[src/rtl/usb_ep6_writer.sv]
// CY68013 EP6 slave-FIFO write controller: one stream word per SLWR strobe, PKTEND on
// frames that end mid-packet. All USB pin outputs come straight from flops.
module usb_ep6_writer #(
  parameter int unsigned WR_SETUP   = 2,
  parameter int unsigned WR_LOW     = 4,
  parameter int unsigned WR_HOLD    = 2,
  parameter int unsigned PKT_WORDS  = 256,
  parameter int unsigned PKTEND_LOW = 4
) (
  input  logic        fpga_gclk,
  input  logic        reset_n,
  input  logic [15:0] s_data,
  input  logic        s_valid,
  input  logic        s_last,
  output logic        s_ready,
  input  logic        usb_flagc,
  output logic [1:0]  usb_fifoaddr,
  output logic        usb_slcs,
  output logic        usb_sloe,
  output logic        usb_slrd,
  output logic        usb_slwr,
  output logic        usb_pktend,
  output logic [15:0] usb_fd_out,
  output logic        usb_fd_oe,
  output logic        busy,
  output logic        frame_done
);

  localparam int unsigned PktW   = (PKT_WORDS > 1) ? $clog2(PKT_WORDS) : 1;
  localparam int unsigned MaxA   = (WR_SETUP > WR_LOW) ? WR_SETUP : WR_LOW;
  localparam int unsigned MaxB   = (WR_HOLD > PKTEND_LOW) ? WR_HOLD : PKTEND_LOW;
  localparam int unsigned MaxLen = (MaxA > MaxB) ? MaxA : MaxB;
  localparam int unsigned CntW   = (MaxLen > 1) ? $clog2(MaxLen) : 1;

  // Counter is loaded with length-1 and the state exits when it reaches zero.
  localparam logic [CntW-1:0] SetupLd  = CntW'(WR_SETUP - 1);
  localparam logic [CntW-1:0] LowLd    = CntW'(WR_LOW - 1);
  localparam logic [CntW-1:0] HoldLd   = CntW'(WR_HOLD - 1);
  localparam logic [CntW-1:0] PktendLd = CntW'(PKTEND_LOW - 1);
  localparam logic [PktW-1:0] PktLast  = PktW'(PKT_WORDS - 1);
  localparam logic [1:0]      Ep6Addr  = 2'b10;

  typedef enum logic [2:0] {
    StIdle,
    StSetup,
    StWrLow,
    StHold,
    StPktend
  } state_e;

  state_e          state_q, state_d;
  logic [CntW-1:0] cnt_q, cnt_d;
  logic [PktW-1:0] pkt_cnt_q, pkt_cnt_d;
  logic [15:0]     data_q, data_d;
  logic            last_q, last_d;
  logic            frame_done_q, frame_done_d;
  logic            flagc_meta_q, flagc_s_q;
  logic            slwr_q, slwr_d;
  logic            pktend_q, pktend_d;
  logic            fd_oe_q, fd_oe_d;
  logic [1:0]      fifoaddr_q, fifoaddr_d;
  logic            busy_q, busy_d;
  logic            xfer;

  // usb_flagc comes from the CY68013 clock domain.
  always_ff @(posedge fpga_gclk or negedge reset_n) begin
    if (!reset_n) begin
      flagc_meta_q <= 1'b0;
      flagc_s_q    <= 1'b0;
    end else begin
      flagc_meta_q <= usb_flagc;
      flagc_s_q    <= flagc_meta_q;
    end
  end

  assign s_ready = (state_q == StIdle) && flagc_s_q;
  assign xfer    = s_valid && s_ready;

  always_comb begin
    state_d      = state_q;
    cnt_d        = cnt_q;
    pkt_cnt_d    = pkt_cnt_q;
    data_d       = data_q;
    last_d       = last_q;
    frame_done_d = 1'b0;
    unique case (state_q)
      StIdle: begin
        if (xfer) begin
          data_d  = s_data;
          last_d  = s_last;
          cnt_d   = SetupLd;
          state_d = StSetup;
        end
      end
      StSetup: begin
        if (cnt_q == '0) begin
          cnt_d   = LowLd;
          state_d = StWrLow;
        end else begin
          cnt_d = cnt_q - CntW'(1);
        end
      end
      StWrLow: begin
        if (cnt_q == '0) begin
          cnt_d   = HoldLd;
          state_d = StHold;
        end else begin
          cnt_d = cnt_q - CntW'(1);
        end
      end
      StHold: begin
        if (cnt_q == '0) begin
          if (pkt_cnt_q == PktLast) begin
            // Full packet: the CY68013 commits it without PKTEND.
            pkt_cnt_d    = '0;
            frame_done_d = last_q;
            state_d      = StIdle;
          end else if (last_q) begin
            pkt_cnt_d = pkt_cnt_q + PktW'(1);
            cnt_d     = PktendLd;
            state_d   = StPktend;
          end else begin
            pkt_cnt_d = pkt_cnt_q + PktW'(1);
            state_d   = StIdle;
          end
        end else begin
          cnt_d = cnt_q - CntW'(1);
        end
      end
      StPktend: begin
        if (cnt_q == '0) begin
          pkt_cnt_d    = '0;
          frame_done_d = 1'b1;
          state_d      = StIdle;
        end else begin
          cnt_d = cnt_q - CntW'(1);
        end
      end
      default: begin
        state_d = StIdle;
      end
    endcase
  end

  // Pin levels are decoded from the next state so the flops line up with state_q.
  always_comb begin
    slwr_d     = (state_d != StWrLow);
    pktend_d   = (state_d != StPktend);
    fd_oe_d    = (state_d == StSetup) || (state_d == StWrLow) || (state_d == StHold);
    fifoaddr_d = (state_d == StIdle) ? 2'b00 : Ep6Addr;
    busy_d     = (state_d != StIdle);
  end

  always_ff @(posedge fpga_gclk or negedge reset_n) begin
    if (!reset_n) begin
      state_q      <= StIdle;
      cnt_q        <= '0;
      pkt_cnt_q    <= '0;
      data_q       <= '0;
      last_q       <= 1'b0;
      frame_done_q <= 1'b0;
      slwr_q       <= 1'b1;
      pktend_q     <= 1'b1;
      fd_oe_q      <= 1'b0;
      fifoaddr_q   <= 2'b00;
      busy_q       <= 1'b0;
    end else begin
      state_q      <= state_d;
      cnt_q        <= cnt_d;
      pkt_cnt_q    <= pkt_cnt_d;
      data_q       <= data_d;
      last_q       <= last_d;
      frame_done_q <= frame_done_d;
      slwr_q       <= slwr_d;
      pktend_q     <= pktend_d;
      fd_oe_q      <= fd_oe_d;
      fifoaddr_q   <= fifoaddr_d;
      busy_q       <= busy_d;
    end
  end

  // This block only ever writes: chip always selected, read path parked.
  assign usb_slcs     = 1'b0;
  assign usb_sloe     = 1'b1;
  assign usb_slrd     = 1'b1;
  assign usb_slwr     = slwr_q;
  assign usb_pktend   = pktend_q;
  assign usb_fd_out   = data_q;
  assign usb_fd_oe    = fd_oe_q;
  assign usb_fifoaddr = fifoaddr_q;
  assign busy         = busy_q;
  assign frame_done   = frame_done_q;

endmodule

[config.mk]
export PLATFORM = sky130hd
export DESIGN_NAME = usb_ep6_writer
export DESIGN_NICKNAME = d
export VERILOG_FILES = /design/src/rtl/usb_ep6_writer.sv
export SDC_FILE = /design/constraint.sdc
export NUM_CORES = 1
export LEC_CHECK = 0
export ABC_AREA = 1
export CAP_MARGIN = 20
export CELL_PAD_IN_SITES_DETAIL_PLACEMENT = 1
export CELL_PAD_IN_SITES_GLOBAL_PLACEMENT = 1
export CORE_ASPECT_RATIO = 1.75
export CORE_MARGIN = 8
export CORE_UTILIZATION = 44
export CTS_CLUSTER_SIZE = 30
export DETAILED_ROUTE_END_ITERATION = 10
export DONT_BUFFER_PORTS = 1
export PLACE_DENSITY = 0.83
export SLEW_MARGIN = 30
export SYNTH_ARGS = -nofsm -noshare
export SYNTH_HDL_FRONTEND = slang
export SYNTH_SLANG_ARGS = --single-unit
[constraint.sdc]
create_clock -name fpga_gclk -period 2.2 [get_ports fpga_gclk]
set_clock_uncertainty 0.15 [all_clocks]
set_input_delay 0.44 -clock fpga_gclk [delete_from_list [all_inputs] [get_ports fpga_gclk]]
set_output_delay 0.44 -clock fpga_gclk [all_outputs]
set_load 0.01 [all_outputs]
==> results of run 1 <==
[worst paths after layout]
path / from / to / slack, ns / cells after the start
setup / recovery: state_q[0] / s_ready / 0.23 / 3
hold / removal: usb_flagc / flagc_meta_q / 0.03 / 0
setup reg to reg: pkt_cnt_q[1] / frame_done / 0.42 / 7
hold reg to reg: flagc_meta_q / flagc_s_q / 0.21 / 0
max in group asynchronous: reset_n / usb_slwr / 1.20 / 2
min in group asynchronous: reset_n / pkt_cnt_q[7] / 0.44 / 2
[power breakdown]
part	total (W)	leakage, nW	internal [W]	switching [W]
sequential	0.00123	0.461	0.000934	0.000297
combinational	0.000767	0.557	0.000258	0.000509
clock	0.000455	0.0450	0.000219	0.000235
[flip-flops by register name, summed over array words and instances, names as in the netlist]
name and cells:
cnt_q 2, flagc_meta_q 1, flagc_s_q 1, frame_done 1, last_q 1, pkt_cnt_q 8, state_q 3, usb_fd_oe 1
usb_fd_out 16, usb_fifoaddr 1, usb_pktend 1, usb_slwr 1
[cell families after synthesis]
logic type	Yosys count
AO/OA/AOI/OAI	13
adder cells (fa/ha/maj)	3
buffers and inverters	38
flip-flops	37
other	2
AND/OR/NAND/NOR	135
[final cells by class]
| type | count | area share, % |
|---|---|---|
| Clock buffer | 6 | 3.75 |
| Multi-Input combinational cell | 155 | 37.9 |
| Clock inverter | 2 | 0.518 |
| Inverter | 26 | 5.05 |
| Sequential cell | 37 | 48.0 |
| Tap cell | 49 | 3.17 |
| Timing Repair Buffer | 2 | 1.55 |
[per-stage QoR]
step                total power (W)  util, %  std cells  area [um2]
floorplan                   0.00183        -        230        1850
global placement            0.00198     44.7        267        1820
detailed placement          0.00201     44.7        267        1820
CTS                         0.00250     47.5        277        1930
global route                0.00266     47.5        277        1930
finish                      0.00245     47.5        277        1930
[worst reg2reg max path: cells and delay by family (launching register included)]
kind	cells	cell delay, ns
adder cells (fa/ha/maj)	1	0.25
AO/OA/AOI/OAI	1	0.27
buffers and inverters	2	0.19
flip-flops	1	0.39
AND/OR/NAND/NOR	3	0.42
[repair_timing]
item,4_1_cts,5_1_grt
buffers inserted,0,0
resized for setup,0,0
hold buffers,2,0
endpoints found under the hold margin,37,0
[metal layers]
| layer | global-route usage (%) | vias to the layer above |
|---|---|---|
| li1 | - | 699 |
| met1 | 12.4 | 693 |
| met2 | 26.6 | 30 |
| met3 | 4.21 | 8 |
| met4 | 7.94 | 0 |
| met5 | 0 | - |
[cells in the final DEF (no fill, tap or decap), drive strengths merged]
master / count
a21o: 1
a21oi: 3
buf: 1
clkbuf: 6
clkinv: 2
conb: 4
dfrtp: 35
dfstp: 2
dlygate4sd3: 1
ha: 3
inv: 26
nand2: 77
nand3: 36
nand4: 4
nor2: 17
o21ai: 9
or2: 1
==> results.md, run 1 <==
- Outcome: finished clean
- Final nets: 251
- Io pins: 48
- Post-synth ARST share: 100%
- Worst-path maximum fanout: 18
- Reg area: 928 um2
- CP startpoint kind: flop
- TritonCTS Buffers: 5
- Share of cells above drive strength 1: 8.77%
- Mapped Cells: 228
- Pleak: 1.06 nW
- Seq cells post-synth: 37
- N_diodes: 0
- Count leader, synth: nand2_1
- Vias in the first global route: 1561
- Hold Fails Final Rpt: 0
- Clock transition at the registers of the reported paths: 0.07 ns
- DPL Wire Length: 3240 um
- Hold WC Path Type: primary input to flop
- Initial detailed-routing violation count: 23
- Complex-gate fraction of the synthesized area: 3.68%
- First-pass DRT Iterations: 3
- H-Tree Depth: 2
- Final worst-path cycle share: 89.3%
- Fin. max-slew vios: 0
- Total gr overflow: 0
- Adder-Cell Fraction of Synth Area: 2.04%
- Clk sinks: 37
- Clock root buffer: clkbuf_8
- Clock latency at the later pin of the worst-skew pair: 0.29 ns
- Area share of the largest cell type after synthesis: 47.7%
- Global-route wire length before repair: 7170 um
- Most frequent cells after synthesis: 73 x nand2_1, 36 x nand3_1, 35 x dfrtp_1
- DRC: 0
- Die ar.: 6580 um2
- Distinct cells, synth: 24
- Metal3 WL: 208 um
- Synth Area in XOR/XNOR: 0%
- Largest family of logic cells by synthesized area: simple AND/OR/NAND/NOR gates
- Worst EP required: 1.61 ns
- Syn avg cell area: 8.06 um2
- # Max-Cap Violations: 0
- Post-synthesis sequential area ratio: 50.5%
- CP peak stage delay: 0.48 ns
- Cell taking the most area after synthesis: dfrtp_1
- Final setup viols: 0
- Clock period minus worst slack: 1.97 ns
- RSZ-0062 raised after global routing: false
- Peak VDD IR: 0.000628 V
- Synth area leaders: dfrtp_1 48%, nand2_1 15%, nand3_1 9.8%
- Worst Path Arrival: 1.38 ns
- Vias after detailed routing: 1430
- Peak Freq: 0.509 GHz
- CP endpoint kind: primary output
- CTS tree: yes
- CP top delay family: simple AND/OR/NAND/NOR gates
- Setup TNS: 0 ns
- Mux contribution to synthesized area: 0%
- Gr usage total: 14.0%
- Row count: 31
- Multi-input gate area: 733 um2
- Final setup margin: 0.235 ns
- Crit-path cells: nor2_4 -> nand2_4 -> nor2_8
- Critical path's slowest cell: dfrtp_1
- Power Density: 1270 nW/um2
- Die W: 64.9 um
- Area delta synth->final: 5.17%
- Synthesized area: 1840 um2
- Buffer and inverter count on the worst path: 0
- Post-DR wirelength/cell: 15.1 um
- Wl on met1: 1450 um
- Detail Route Antenna Nets: 0
- Initial antenna violation count: 0
- WL met2: 2400 um
- Post-Synth Simple-Gate Area: 33.4%
- PortBufs: 0
- EDFF count, synth: 0
- Vias/cell: 5.16
- CORE AREA: 4070 um2
- Yosys warning total: 0
- Largest net degree at the start of global routing: 38
- Fillers: 524
- Clock Tree Buf Depth: 2
- Hold WS: 0.0252 ns
- CP Class: flop to primary output
- Final Routed Wirelength: 4180 um
- Highest layer used for signal routing: met4
- Pre-CTS setup slack: 0.433 ns
- Initial Util: 45.1%
- RD Place Congestion: 0.803
- Die H: 102 um
- Most used DFF post-synth: dfrtp_1
No activity file was read; power rests on OpenSTA's default activity.
==> run 2: changes to the inputs <==
--- a/config.mk
+++ b/config.mk
@@ -11,11 +11,11 @@
 export CELL_PAD_IN_SITES_GLOBAL_PLACEMENT = 1
 export CORE_ASPECT_RATIO = 1.75
 export CORE_MARGIN = 8
-export CORE_UTILIZATION = 44
+export CORE_UTILIZATION = 40
 export CTS_CLUSTER_SIZE = 30
 export DETAILED_ROUTE_END_ITERATION = 10
 export DONT_BUFFER_PORTS = 1
-export PLACE_DENSITY = 0.83
+export PLACE_DENSITY = 0.8
 export SLEW_MARGIN = 30
 export SYNTH_ARGS = -nofsm -noshare
 export SYNTH_HDL_FRONTEND = slang
==> constraint.sdc (replaced) <==
create_clock -name fpga_gclk -period 1.8 [get_ports fpga_gclk]
set_clock_uncertainty 0.15 [all_clocks]
set_input_delay 0.36 -clock fpga_gclk [delete_from_list [all_inputs] [get_ports fpga_gclk]]
set_output_delay 0.36 -clock fpga_gclk [all_outputs]
set_load 0.01 [all_outputs]
==> run 2 against run 1 <==
Effect of this change:
- critical path type unchanged
- die area grew 7.9%
- largest power group unchanged
- first-iteration DRC count grew 83%
- flip-flop and latch count is the same
==> results.md, run 2 (synthesis results as in run 1) <==
- Outcome: finished clean (unchanged)
- Die ar.: 7110 um2 (was 6580 um2)
- Clock latency at the later pin of the worst-skew pair: 0.29 ns (about the same)
- Vias in the first global route: 1708 (was 1561)
- RD Place Congestion: 0.787 (was 0.803)
- Reg area: 931 um2 (was 928 um2)
- PortBufs: 0 (unchanged)
- N_diodes: 0 (unchanged)
- Hold WC Path Type: primary input to flop (unchanged)
- Dpl cell area: 1850 um2 (was 1820 um2)
- Die W: 67.2 um (was 64.9 um)
- CP endpoint kind: primary output (unchanged)
- Initial Util: 41.7% (was 45.1%)
- Placed cells: 272 (was 267)
- Final nets: 256 (was 251)
- Number of flip-flops in the largest register: 16 (unchanged)
- First-pass DRT Iterations: 4 (was 3)
- Hold Fails Final Rpt: 0 (unchanged)
- Initial detailed-routing violation count: 42 (was 23)
- Fillers: 570 (was 524)
- Reg-to-Reg Start: pkt_cnt_q[1] (unchanged)
- CP startpoint kind: flop (unchanged)
- Post-CTS setup buffer count: 0 (unchanged)
- Final worst-path cycle share: 96.2%
- Initial antenna violation count: 0 (unchanged)
- Cell area after layout: 2050 um2 (was 1930 um2)
- Io pins: 48 (unchanged)
- Commonest non-fill, non-tap cells in the layout: 73 x nand2_1, 36 x nand3_1, 33 x dfrtp_1, 25 x inv_1, 13 x nor2_1 (was 73 x nand2_1, 36 x nand3_1, 35 x dfrtp_1, 25 x inv_1, 13 x nor2_1)
- # Max-Cap Violations: 0 (unchanged)
- Clk sinks: 37 (unchanged)
- Fin. max-slew vios: 0 (unchanged)
- Final std cells w/o fill: 284 (was 277)
- Area delta synth->final: 11.4% (was 5.17%)
- Final Routed Wirelength: 4280 um (was 4180 um)
- Worst-path maximum fanout: 8 (was 18)
- Pre-CTS setup slack: 0.0613 ns (was 0.433 ns)
- Vias after detailed routing: 1460 (was 1430)
- Peak Freq: 0.577 GHz
- Final setup viols: 0 (unchanged)
- Multi-input gate area: 759 um2 (was 733 um2)
- Most common cell after layout, fill and taps aside: nand2_1 (unchanged)
- Worst Setup SP: state_q[0] (unchanged)
- Clock period minus worst slack: 1.73 ns
- Worst EP required: 1.29 ns (was 1.61 ns)
- Post-DR wirelength/cell: 15.1 um (about the same)
- Largest net degree at the start of global routing: 38 (unchanged)
- Die H: 106 um (was 102 um)
- Setup TNS: 0 ns (unchanged)
- Clock root buffer: clkbuf_8 (unchanged)
- Pleak: 1.10 nW (was 1.06 nW)
- CORE AREA: 4400 um2 (was 4070 um2)
- Peak VDD IR: 0.000911 V (was 0.000628 V)
- Clock transition at the registers of the reported paths: 0.07 ns (about the same)
- Worst Path Arrival: 1.22 ns (was 1.38 ns)
- Global-route wire length before repair: 7490 um (was 7170 um)
- Power Density: 1640 nW/um2 (was 1270 nW/um2)
- Share of cells above drive strength 1: 12.4% (was 8.77%)
- Clock Tree Buf Depth: 2 (unchanged)
- HP Start: s_data[5] (was usb_flagc)
- Final setup margin: 0.0678 ns (was 0.235 ns)
- TritonCTS Buffers: 5 (unchanged)
- H-Tree Depth: 2 (unchanged)
- DPL Wire Length: 3350 um (was 3240 um)
- RSZ-0062 raised after global routing: false (unchanged)
- Gr usage total: 13.3% (was 14.0%)
- CTS tree: yes (unchanged)
- FF-to-FF setup slack: 0.19 ns (was 0.42 ns)
- Total gr overflow: 0 (unchanged)
- Pwr Total: 0.00336 W (was 0.00245 W)
- Detail Route Antenna Nets: 0 (unchanged)
- Vias/cell: 5.14 (was 5.16)
- CP Class: flop to primary output (unchanged)
- DRC: 0 (unchanged)
- Row count: 32 (was 31)
==> run 2: cell types whose count changed in the layout (fill, tap and decap cells not counted) <==
cell / delta
buf_4: +3
ha_2: +1
clkbuf_1: -1
nor2_4: +1
clkinv_2: -1
dlygate4sd3_1: +1
bufinv_16: +2
dfrtp_1: -2
dfrtp_2: +2
ha_1: -2
ha_4: +1
==> run 2: power by group <==
group          internal (W)  switching [W]  total, W
logic              0.000359       0.000639  0.000997
registers           0.00115       0.000365   0.00151
clock network      0.000550       0.000298  0.000848
total               0.00206        0.00130   0.00336
==> run 2: worst paths after layout <==
kind                       cells past startpoint            end
min in group asynchronous                      2   pkt_cnt_q[5]
hold reg to reg                                0      flagc_s_q
hold / removal                                 2  usb_fd_out[5]
setup reg to reg                               9       cnt_q[0]
setup / recovery                               3        s_ready
max in group asynchronous                      2     usb_pktend
==> run 2: layout make-up <==
class,instances,share of cell area (%)
clock buffer,5,3.36
multi-input combinational,156,37.1
clock inverter,3,3.18
timing repair buffer,6,3.05
tap,51,3.12
sequential,37,45.4
inverter,26,4.76
==> run 2: critical path, stage by stage (launching register included) <==
cell     delay [ns]
dfrtp_2        0.46
nor2_4         0.19
nand2_4        0.11
nor2_8         0.18
==> run 2: per-layer routing <==
layer / wire (um) / track usage [%] / vias up
met2: 2470 / 25.8 / 33
met4: 67 / 4.96 / 0
met3: 205 / 3.61 / 6
met5: 0 / 0 / -
met1: 1540 / 12.1 / 710
li1: - / - / 711
==> run 2: through the flow <==
stage	utilization (%)	hold slack [ns]
3_5_place_dp	41.9	-0.0845
2_1_floorplan	-	-0.0856
4_1_cts	46.1	0.0526
6_report	46.5	0.0642
3_3_place_gp	41.9	-0.0843
5_1_grt	46.5	0.0575
==> run 2: repair_timing <==
| action | in CTS | in global routing |
|---|---|---|
| hold endpoints to repair | 38 | 0 |
| pin swaps | 1 | 1 |
| gates resized for setup | 1 | 4 |
| endpoints found under the setup margin | 1 | 12 |
| gates cloned | 1 | 0 |
| hold buffers | 3 | 0 |
